**src/rtl/rc_osc_ctrl_pkg.sv**
```systemverilog
// Shared types and defaults for the 500 kHz RC oscillator enable sequencer / frequency monitor.
package rc_osc_ctrl_pkg;

    typedef enum logic [2:0] {
        ST_IDLE,
        ST_STARTUP,
        ST_MEASURE,
        ST_EVAL,
        ST_RUN,
        ST_FAULT
    } state_e;

    localparam logic [1:0] FC_NONE = 2'b00;
    localparam logic [1:0] FC_SLOW = 2'b01;
    localparam logic [1:0] FC_FAST = 2'b10;

    localparam int DEF_STARTUP_CYC = 200;
    localparam int DEF_WIN_CYC     = 1000;
    localparam int DEF_CNT_W       = 16;
    localparam int DEF_MIN_CNT     = 40;
    localparam int DEF_MAX_CNT     = 60;

    // Interval timer width: enough to hold (longest interval - 1).
    function automatic int tmr_width(input int a, input int b);
        int m;
        m = (a > b) ? a : b;
        return (m < 2) ? 1 : $clog2(m);
    endfunction

endpackage

```
**src/rtl/rc_osc_edge_sync.sv**
```systemverilog
// Two-flop synchronizer for the free-running oscillator output followed by a
// registered rising-edge pulse (three wb_clk_i cycles from pin to pulse).
module rc_osc_edge_sync (
    input  logic clk,
    input  logic rst,
    input  logic async_in,
    output logic rise
);

    logic sync1_q;
    logic sync2_q;
    logic prev_q;
    logic rise_q;

    always_ff @(posedge clk) begin
        if (rst) begin
            sync1_q <= 1'b0;
            sync2_q <= 1'b0;
            prev_q  <= 1'b0;
            rise_q  <= 1'b0;
        end else begin
            sync1_q <= async_in;
            sync2_q <= sync1_q;
            prev_q  <= sync2_q;
            rise_q  <= sync2_q & ~prev_q;
        end
    end

    assign rise = rise_q;

endmodule

```
**src/rtl/rc_osc_500k_ctrl.sv**
```systemverilog
// Enable sequencer and frequency monitor for the 500 kHz RC oscillator:
// start-up delay, edge counting over a fixed window, and continuous re-qualification.
//
// state   | meaning
// IDLE    | oscillator off, waiting for start
// STARTUP | osc_ena high, waiting for the oscillator to settle
// MEASURE | counting synchronized osc_dout rising edges
// EVAL    | meas_cnt/meas_vld presented, verdict taken
// RUN     | oscillator good; first cycle of the next monitoring window
// FAULT   | oscillator out of range, osc_ena low until restarted
module rc_osc_500k_ctrl
    import rc_osc_ctrl_pkg::*;
#(
    parameter int STARTUP_CYC = DEF_STARTUP_CYC,
    parameter int WIN_CYC     = DEF_WIN_CYC,
    parameter int CNT_W       = DEF_CNT_W,
    parameter int MIN_CNT     = DEF_MIN_CNT,
    parameter int MAX_CNT     = DEF_MAX_CNT
) (
    input  logic             wb_clk_i,
    input  logic             wb_rst_i,
    input  logic             start,
    input  logic             stop,
    input  logic             osc_dout,
    output logic             osc_ena,
    output logic             busy,
    output logic             osc_ok,
    output logic             fault,
    output logic [1:0]       fault_code,
    output logic [CNT_W-1:0] meas_cnt,
    output logic             meas_vld
);

    localparam int TMR_W = tmr_width(STARTUP_CYC, WIN_CYC);
    localparam logic [TMR_W-1:0] STARTUP_LD = TMR_W'(STARTUP_CYC - 1);
    localparam logic [TMR_W-1:0] WIN_LD     = TMR_W'(WIN_CYC - 1);
    localparam logic [CNT_W-1:0] MIN_C      = CNT_W'(MIN_CNT);
    localparam logic [CNT_W-1:0] MAX_C      = CNT_W'(MAX_CNT);
    localparam logic [CNT_W-1:0] CNT_SAT    = '1;

    state_e           state_q, state_d;
    logic [TMR_W-1:0] tmr_q, tmr_d;
    logic [CNT_W-1:0] edge_cnt_q, edge_cnt_d;
    logic [CNT_W-1:0] meas_cnt_q, meas_cnt_d;
    logic             meas_vld_q, meas_vld_d;
    logic             osc_ok_q, osc_ok_d;
    logic [1:0]       fc_q, fc_d;
    logic             rise;
    logic             tmr_done;
    logic             in_range;

    rc_osc_edge_sync u_edge_sync (
        .clk      (wb_clk_i),
        .rst      (wb_rst_i),
        .async_in (osc_dout),
        .rise     (rise)
    );

    assign tmr_done = (tmr_q == '0);
    assign in_range = (meas_cnt_q >= MIN_C) && (meas_cnt_q <= MAX_C);

    always_comb begin
        state_d    = state_q;
        tmr_d      = tmr_q;
        edge_cnt_d = edge_cnt_q;
        meas_cnt_d = meas_cnt_q;
        meas_vld_d = 1'b0;
        osc_ok_d   = osc_ok_q;
        fc_d       = fc_q;

        if (stop) begin
            state_d  = ST_IDLE;
            osc_ok_d = 1'b0;
            fc_d     = FC_NONE;
        end else begin
            case (state_q)
                ST_IDLE, ST_FAULT: begin
                    if (start) begin
                        state_d = ST_STARTUP;
                        tmr_d   = STARTUP_LD;
                        fc_d    = FC_NONE;
                    end
                end
                ST_STARTUP: begin
                    if (tmr_done) begin
                        state_d    = ST_MEASURE;
                        tmr_d      = WIN_LD;
                        edge_cnt_d = '0;
                    end else begin
                        tmr_d = tmr_q - 1'b1;
                    end
                end
                // RUN occupies the first cycle of the following window so that
                // back-to-back windows repeat every WIN_CYC+1 cycles.
                ST_RUN, ST_MEASURE: begin
                    if (rise && (edge_cnt_q != CNT_SAT)) begin
                        edge_cnt_d = edge_cnt_q + 1'b1;
                    end
                    if (state_q == ST_RUN) begin
                        state_d = ST_MEASURE;
                        tmr_d   = tmr_q - 1'b1;
                    end else if (tmr_done) begin
                        state_d    = ST_EVAL;
                        meas_cnt_d = edge_cnt_d;
                        meas_vld_d = 1'b1;
                    end else begin
                        tmr_d = tmr_q - 1'b1;
                    end
                end
                ST_EVAL: begin
                    if (in_range) begin
                        state_d    = ST_RUN;
                        osc_ok_d   = 1'b1;
                        fc_d       = FC_NONE;
                        tmr_d      = WIN_LD;
                        edge_cnt_d = '0;
                    end else begin
                        state_d  = ST_FAULT;
                        osc_ok_d = 1'b0;
                        fc_d     = (meas_cnt_q < MIN_C) ? FC_SLOW : FC_FAST;
                    end
                end
                default: state_d = ST_IDLE;
            endcase
        end
    end

    always_ff @(posedge wb_clk_i) begin
        if (wb_rst_i) begin
            state_q    <= ST_IDLE;
            tmr_q      <= '0;
            edge_cnt_q <= '0;
            meas_cnt_q <= '0;
            meas_vld_q <= 1'b0;
            osc_ok_q   <= 1'b0;
            fc_q       <= FC_NONE;
        end else begin
            state_q    <= state_d;
            tmr_q      <= tmr_d;
            edge_cnt_q <= edge_cnt_d;
            meas_cnt_q <= meas_cnt_d;
            meas_vld_q <= meas_vld_d;
            osc_ok_q   <= osc_ok_d;
            fc_q       <= fc_d;
        end
    end

    assign osc_ena    = (state_q == ST_STARTUP) || (state_q == ST_MEASURE) ||
                        (state_q == ST_EVAL)    || (state_q == ST_RUN);
    assign busy       = ((state_q == ST_STARTUP) || (state_q == ST_MEASURE) ||
                         (state_q == ST_EVAL)) && !osc_ok_q;
    assign osc_ok     = osc_ok_q;
    assign fault      = (state_q == ST_FAULT);
    assign fault_code = fc_q;
    assign meas_cnt   = meas_cnt_q;
    assign meas_vld   = meas_vld_q;

endmodule
```
**config.mk**
```make
export PLATFORM = sky130hd
export DESIGN_NAME = rc_osc_500k_ctrl
export DESIGN_NICKNAME = d
export VERILOG_FILES = /design/src/rtl/rc_osc_ctrl_pkg.sv /design/src/rtl/rc_osc_edge_sync.sv /design/src/rtl/rc_osc_500k_ctrl.sv
export SDC_FILE = /design/constraint.sdc
export NUM_CORES = 1
export LEC_CHECK = 0
export BUFFER_PORTS_ARGS = -buffer_cell sky130_fd_sc_hd__buf_2
export CORE_UTILIZATION = 53
export DETAILED_ROUTE_END_ITERATION = 10
export GPL_TIMING_DRIVEN = 0
export PLACE_DENSITY = 0.72
export SLEW_MARGIN = 15
export SYNTH_ARGS = -nofsm -noshare
export SYNTH_HDL_FRONTEND = slang
export SYNTH_SLANG_ARGS = --single-unit
```
**constraint.sdc**
```tcl
create_clock -name wb_clk_i -period 2.5 [get_ports wb_clk_i]
set_input_delay 0.25 -clock wb_clk_i [delete_from_list [all_inputs] [get_ports wb_clk_i]]
set_output_delay 0.25 -clock wb_clk_i [all_outputs]
set_load 0.02 [all_outputs]
```
# Word level (Yosys, flattened, before mapping)
# Cells that the tools add are included.
# classes
bitwise_logic	5
n_addsub	2
reduce_logical	21
eq_ne	11
n_lt_le_gt_ge	3
mux	22
# op_table
operator	count
two-way mux 10 bit	5
two-way mux 16 bit	3
one-hot mux 16 bit (3 select lines)	1
one-hot mux 10 bit (4 select lines)	1
adder 16 x 1 -> 16 bit, second input constant	1
greater-or-equal comparator 16 x 6 -> 1 bit, second input constant	1
<= comparator 16 x 6 -> 1 bit, second input constant	1
< comparator 16 x 6 -> 1 bit, second input constant	1
inequality test 16 bit, second input constant	1
two-way mux 3 bit	4
one-hot mux 3 bit (4 select lines)	1
logical NOT 10 bit	1
subtractor 10 x 1 -> 10 bit, second input constant	1
AND reduction 4 bit	2
equality test 3 x 2 -> 1 bit, second input constant	2
equality test 3 bit, second input constant	2
two-way mux 2 bit	3
inequality test 2 bit, second input constant	3
inequality test 3 bit, second input constant	2
OR reduction 2 bit	3
AND reduction 5 bit	1
inverter 1 bit	4
one-hot mux 2 bit (2 select lines)	1
nonzero test 4 bit	1
other kinds (12)	18
# totals
ff_bits	53
elab_cells	75

# Longest topological paths before layout
# depth
word_depth	4
mapped_depth	8

# Modules after synthesis
# Synthesis repeated with hierarchy kept, for this count alone.
# unflattened
cells_unflattened	356
hier_area_um2	3090.5
# modules_own_cells
module	area_per_inst_um2	seq_area_each_um2	cells_each	instances
rc_osc_500k_ctrl	2979.1	980.9	348	1
rc_osc_edge_sync	111.4	80.1	8	1

# Worst setup path before layout
# Ideal clock, no wire load.
# synth_path
kind	flip-flop to flip-flop
from	register tmr_q[0]
to	register edge_cnt_q[0]
period_less_slack_ns	2.115
path_buffers	1
setup_slack_ns	0.385
path_stages_with_launch	9
arrival_time_ns	1.986
setup_ns	0.129
path_cell_list	dfxtp_1 inv_1 ha_1 nor3b_1 nand3_2 o211a_2 clkbuf_1 a211oi_1 o32ai_1
# synth_between
elab_chain_len	3
# synth_rtl
item	line	text
from (decl)	rc_osc_500k_ctrl.sv:42	logic [TMR_W-1:0] tmr_q, tmr_d;
from (signal assigned)	rc_osc_500k_ctrl.sv:139	tmr_q <= tmr_d;
logical NOT 10 bit	rc_osc_500k_ctrl.sv:59	assign tmr_done = (tmr_q == '0);
inequality test 2 bit (no source line)	n/a	
AND reduction 4 bit (no source line)	n/a	
to (signal assigned)	rc_osc_500k_ctrl.sv:140	edge_cnt_q <= edge_cnt_d;
to (decl)	rc_osc_500k_ctrl.sv:43	logic [CNT_W-1:0] edge_cnt_q, edge_cnt_d;
# No other way between the ends.
# A chain may end at the register's enable or synchronous reset.

# Worst setup path in the final report
# layout_path
from	register tmr_q[0]
to	register tmr_q[6]
# layout_between
elab_chain_len	4
word_cells_on_any_way	8
cone_classes	add/sub: 1; eq/ne: 1; mux: 4; reduce/logical: 2
# layout_rtl
item	line	text
subtractor 10 x 1 -> 10 bit	rc_osc_500k_ctrl.sv:90, rc_osc_500k_ctrl.sv:101, rc_osc_500k_ctrl.sv:107	
two-way mux 10 bit	rc_osc_500k_ctrl.sv:102	end else if (tmr_done) begin
two-way mux 10 bit	rc_osc_500k_ctrl.sv:99	if (state_q == ST_RUN) begin
one-hot mux 10 bit (4 select lines)	rc_osc_500k_ctrl.sv:76	case (state_q)
# Several ways; a longest one is shown, not always the timed one. The select of a mux whose other input is x is not followed.

==> results.txt <==
r2r setup slk - 0.20 ns
post-layout power - 1710 µW
Detailed Place HPWL - 5870 µm
CP cell instances - inv_1, ha_1, nor3b_4, buf_4, a311oi_2, o32ai_1, nor2_1, a311oi_1
IO buf count - 27
yosys warns - 0
Syn Nets - 378
worst slack, placed - 0.0148 ns
min Tclk post-route - 2.30 ns
largest net degree at the start of global routing - 17
DIE WIDTH - 77.6 µm
root buffer selected by CTS - clkbuf_8
crit end category - flip-flop
post-synthesis sequential area ratio - 35.0%
cell taking the most area after synthesis - dfxtp_1
leading post-synthesis cells by cell area - dfxtp_1, a211oi_1, nor2_1
GP Congestion - 0.928
DR vias - 3,039
H-tree depth - 2
Hold Fails Final Rpt - 0
Worst Reg-to-Reg Cells - 8
cell count after synthesis - 370
Clk pwr share - 34.9%
status - finished, final reports clean
Hold Crit Class - input port to flip-flop
Int Pwr - 1240 µW
vias per inst - 6.36
# fillers - 489
Synth Register Bits - 53
Worst-Margin Slew - 0.631 ns
final instance area - 3400 µm²
number of synthesized flops with an enable pin - 0
WL/cell - 17.2 µm
Reg-to-Reg End - tmr_q[6]
Worst Setup Path Type - flip-flop to flip-flop
Post-Syn Area - 3030 µm²
clk slew on worst S/H paths - 0.09 ns
Remaining Overflow, GRT - 0
unrepaired setup endpoints after global routing - false
Leak - 0.00117 µW
Sink Count - 53
Iter 0 DRT Violations - 327
setup TNS - 0 ns
CP required - 2.67 ns
vias in the first global route - 2,732
DRC - 0
Post-DP Area - 3260 µm²
Max Cap Violations - 0
Distinct cells, synth - 65
Initial Util - 55.0%
Cell Pwr Density - 502 nW/µm²
Switching Fraction - 27.2%
area share of the largest cell type after synthesis - 35.0%
Final Cycle Share - 92.1%
Synth Flop Type - dfxtp_1
Slew headroom - 57.9%
part of the power in registers - 51.3%
Finished Core Util - 61.7%
clock latency on the worst-skew pair - 0.32 ns
Peak Freq - 434 MHz
GRT Total Usage - 29.0%
diode count - 0
Crit-path slowest cell - a311oi_2
DRT antenna net count - 0
syn avg cell area - 8.19 µm²
first-pass GRT wire length - 13,900 µm
hold path depth - 2
share of cells above drive strength 1 - 15.3%
first-pass iteration count of the detailed router - 5
clock buffer count from CTS - 5
Critical Path AT - 2.48 ns
num ports - 28
final setup vio count - 0
Final #Nets - 413
CP startpoint - tmr_q[0]
VDD IR max - 0.324 mV
NetSw - 464 µW
Layout Skew - 0.00943 ns
Routed WL - 8240 µm
die area - 6020 µm²
Slew Limit Fails - 0
setup ws final - 0.197 ns
Area Overhead vs Synth - 12.1%
Comb pwr share - 13.8%
num rows - 27
Hold Buf Count CTS - 0
Synth async-reset ratio - 0%
initial antenna violation count - 0
startpoint types - flip-flop
Max FO, Critical Path - 5
Core ar. - 5510 µm²
die extent in y - 77.6 µm
max incr delay on CP - 0.46 ns
CTS tree - yes
reg2reg start - tmr_q[0]
crit path to - tmr_q[6]
clk buf depth - 2
[timing repair]
| item | 4_1_cts | 5_1_grt |
|---|---|---|
| endpoints found under the setup margin | 1 | 23 |
| gates resized for setup | 1 | 5 |
| setup buffers | 0 | 1 |
| pin swaps | 0 | 1 |
[flip-flops by register name (all words and copies together), names as in the netlist]
register	cells
edge_cnt_q	16
meas_cnt	16
tmr_q	10
state_q	3
fault_code	2
meas_vld	1
osc_ok	1
u_edge_sync.prev_q	1
u_edge_sync.rise	1
u_edge_sync.sync1_q	1
u_edge_sync.sync2_q	1
[critical path, delay by kind of cell (launching register included)]
kind,cells,cell delay (ns)
AOI/OAI and AO/OA,3,0.80
adders and majority gates,1,0.23
buffers and inverters,2,0.24
DFF,1,0.40
and+or+nand+nor,2,0.49
[kinds of logic after synthesis]
group	share of synthesized area [%]
buffers and inverters	4.62
AND/OR/NAND/NOR	26.8
flip-flops	35.0
adder cells (fa/ha/maj)	1.24
AO/OA/AOI/OAI	27.9
multiplexers	0.661
XOR/XNOR	3.76
[worst min path at each step]
stage / from / endpoint / slack (ns)
global placement: u_edge_sync.prev_q / u_edge_sync.rise / 0.37
floorplan: u_edge_sync.prev_q / u_edge_sync.rise / 0.37
CTS: osc_dout / u_edge_sync.sync1_q / 0.14
global route: osc_dout / u_edge_sync.sync1_q / 0.14
finish: osc_dout / u_edge_sync.sync1_q / 0.14
detailed placement: u_edge_sync.prev_q / u_edge_sync.rise / 0.38
[synth_stat cells, types with 2 or more instances]
| cell | instances |
|---|---|
| a21o_1 | 2 |
| nand4_1 | 11 |
| nand3_1 | 12 |
| o21ai_0 | 18 |
| and2_1 | 4 |
| or2_2 | 3 |
| o21ai_1 | 3 |
| xor2_1 | 10 |
| nor4_4 | 2 |
| nor2b_1 | 6 |
| buf_1 | 2 |
| o211ai_1 | 6 |
| clkbuf_1 | 16 |
| o311ai_1 | 3 |
| or4_1 | 5 |
| nand2b_1 | 7 |
| o32ai_1 | 2 |
| a22oi_1 | 2 |
| o31ai_1 | 3 |
| a211oi_1 | 20 |
| nand4b_1 | 2 |
| a311oi_1 | 6 |
| inv_1 | 10 |
| nor3b_1 | 2 |
| xnor2_1 | 3 |
| and4_1 | 2 |
| dfxtp_1 | 53 |
| a221oi_1 | 2 |
| ha_1 | 3 |
| buf_2 | 7 |
| nand2_1 | 23 |
| or3_1 | 9 |
| a21oi_1 | 13 |
| mux2i_1 | 2 |
| a311o_1 | 3 |
| nor4_1 | 5 |
| o22ai_1 | 2 |
| a32o_1 | 2 |
| nor3_1 | 7 |
| and3_1 | 3 |
| a31oi_1 | 16 |
| nor2_1 | 35 |
[metrics by stage]
| stage | hold WS, ns | instances |
|---|---|---|
| after detailed placement | 0.381 | 469 |
| after CTS | 0.143 | 477 |
| after global placement | 0.373 | 469 |
| final | 0.144 | 478 |
| after global routing | 0.141 | 478 |
| after floorplan | 0.367 | 370 |
[metal layers]
layer / track usage [%] / part of all wire, % / wire (µm)
met5: 0 / 0 / 0
met4: 6.79 / 0.97 / 80
met3: 5.53 / 6.1 / 500
met2: 43.4 / 43 / 3520
met1: 42.5 / 50 / 4140
[area by class of cell]
cell class	count	area (µm²)	area share (%)
Tap cell	72	90.1	2.65
Clock inverter	2	38.8	1.14
Sequential cell	53	1060	31.2
Clock buffer	6	72.6	2.14
Multi-Input combinational cell	282	1850	54.5
Timing Repair Buffer	28	143	4.20
Buffer	25	104	3.06
Inverter	10	37.5	1.11
[cells in the final DEF (no fill, tap or decap), types with 7 or more instances in the layout]
cell type	n
nand3_1	12
nand4_1	11
buf_2	34
dfxtp_1	53
o21ai_0	18
inv_1	10
nand2_1	23
or3_1	9
xor2_1	10
a21oi_1	13
clkbuf_1	16
nand2b_1	7
a211oi_1	20
nor2_1	34
a31oi_1	16
nor3_1	7
[power groups by stage]
stage | registers [µW] | logic, µW | clock network (µW)
after floorplan | 890 | 163 | 0
after global placement | 892 | 219 | 0
after detailed placement | 893 | 220 | 0
after CTS | 873 | 223 | 606
after global routing | 876 | 261 | 645
final | 874 | 236 | 595
Power figures use the tool's default switching activity.
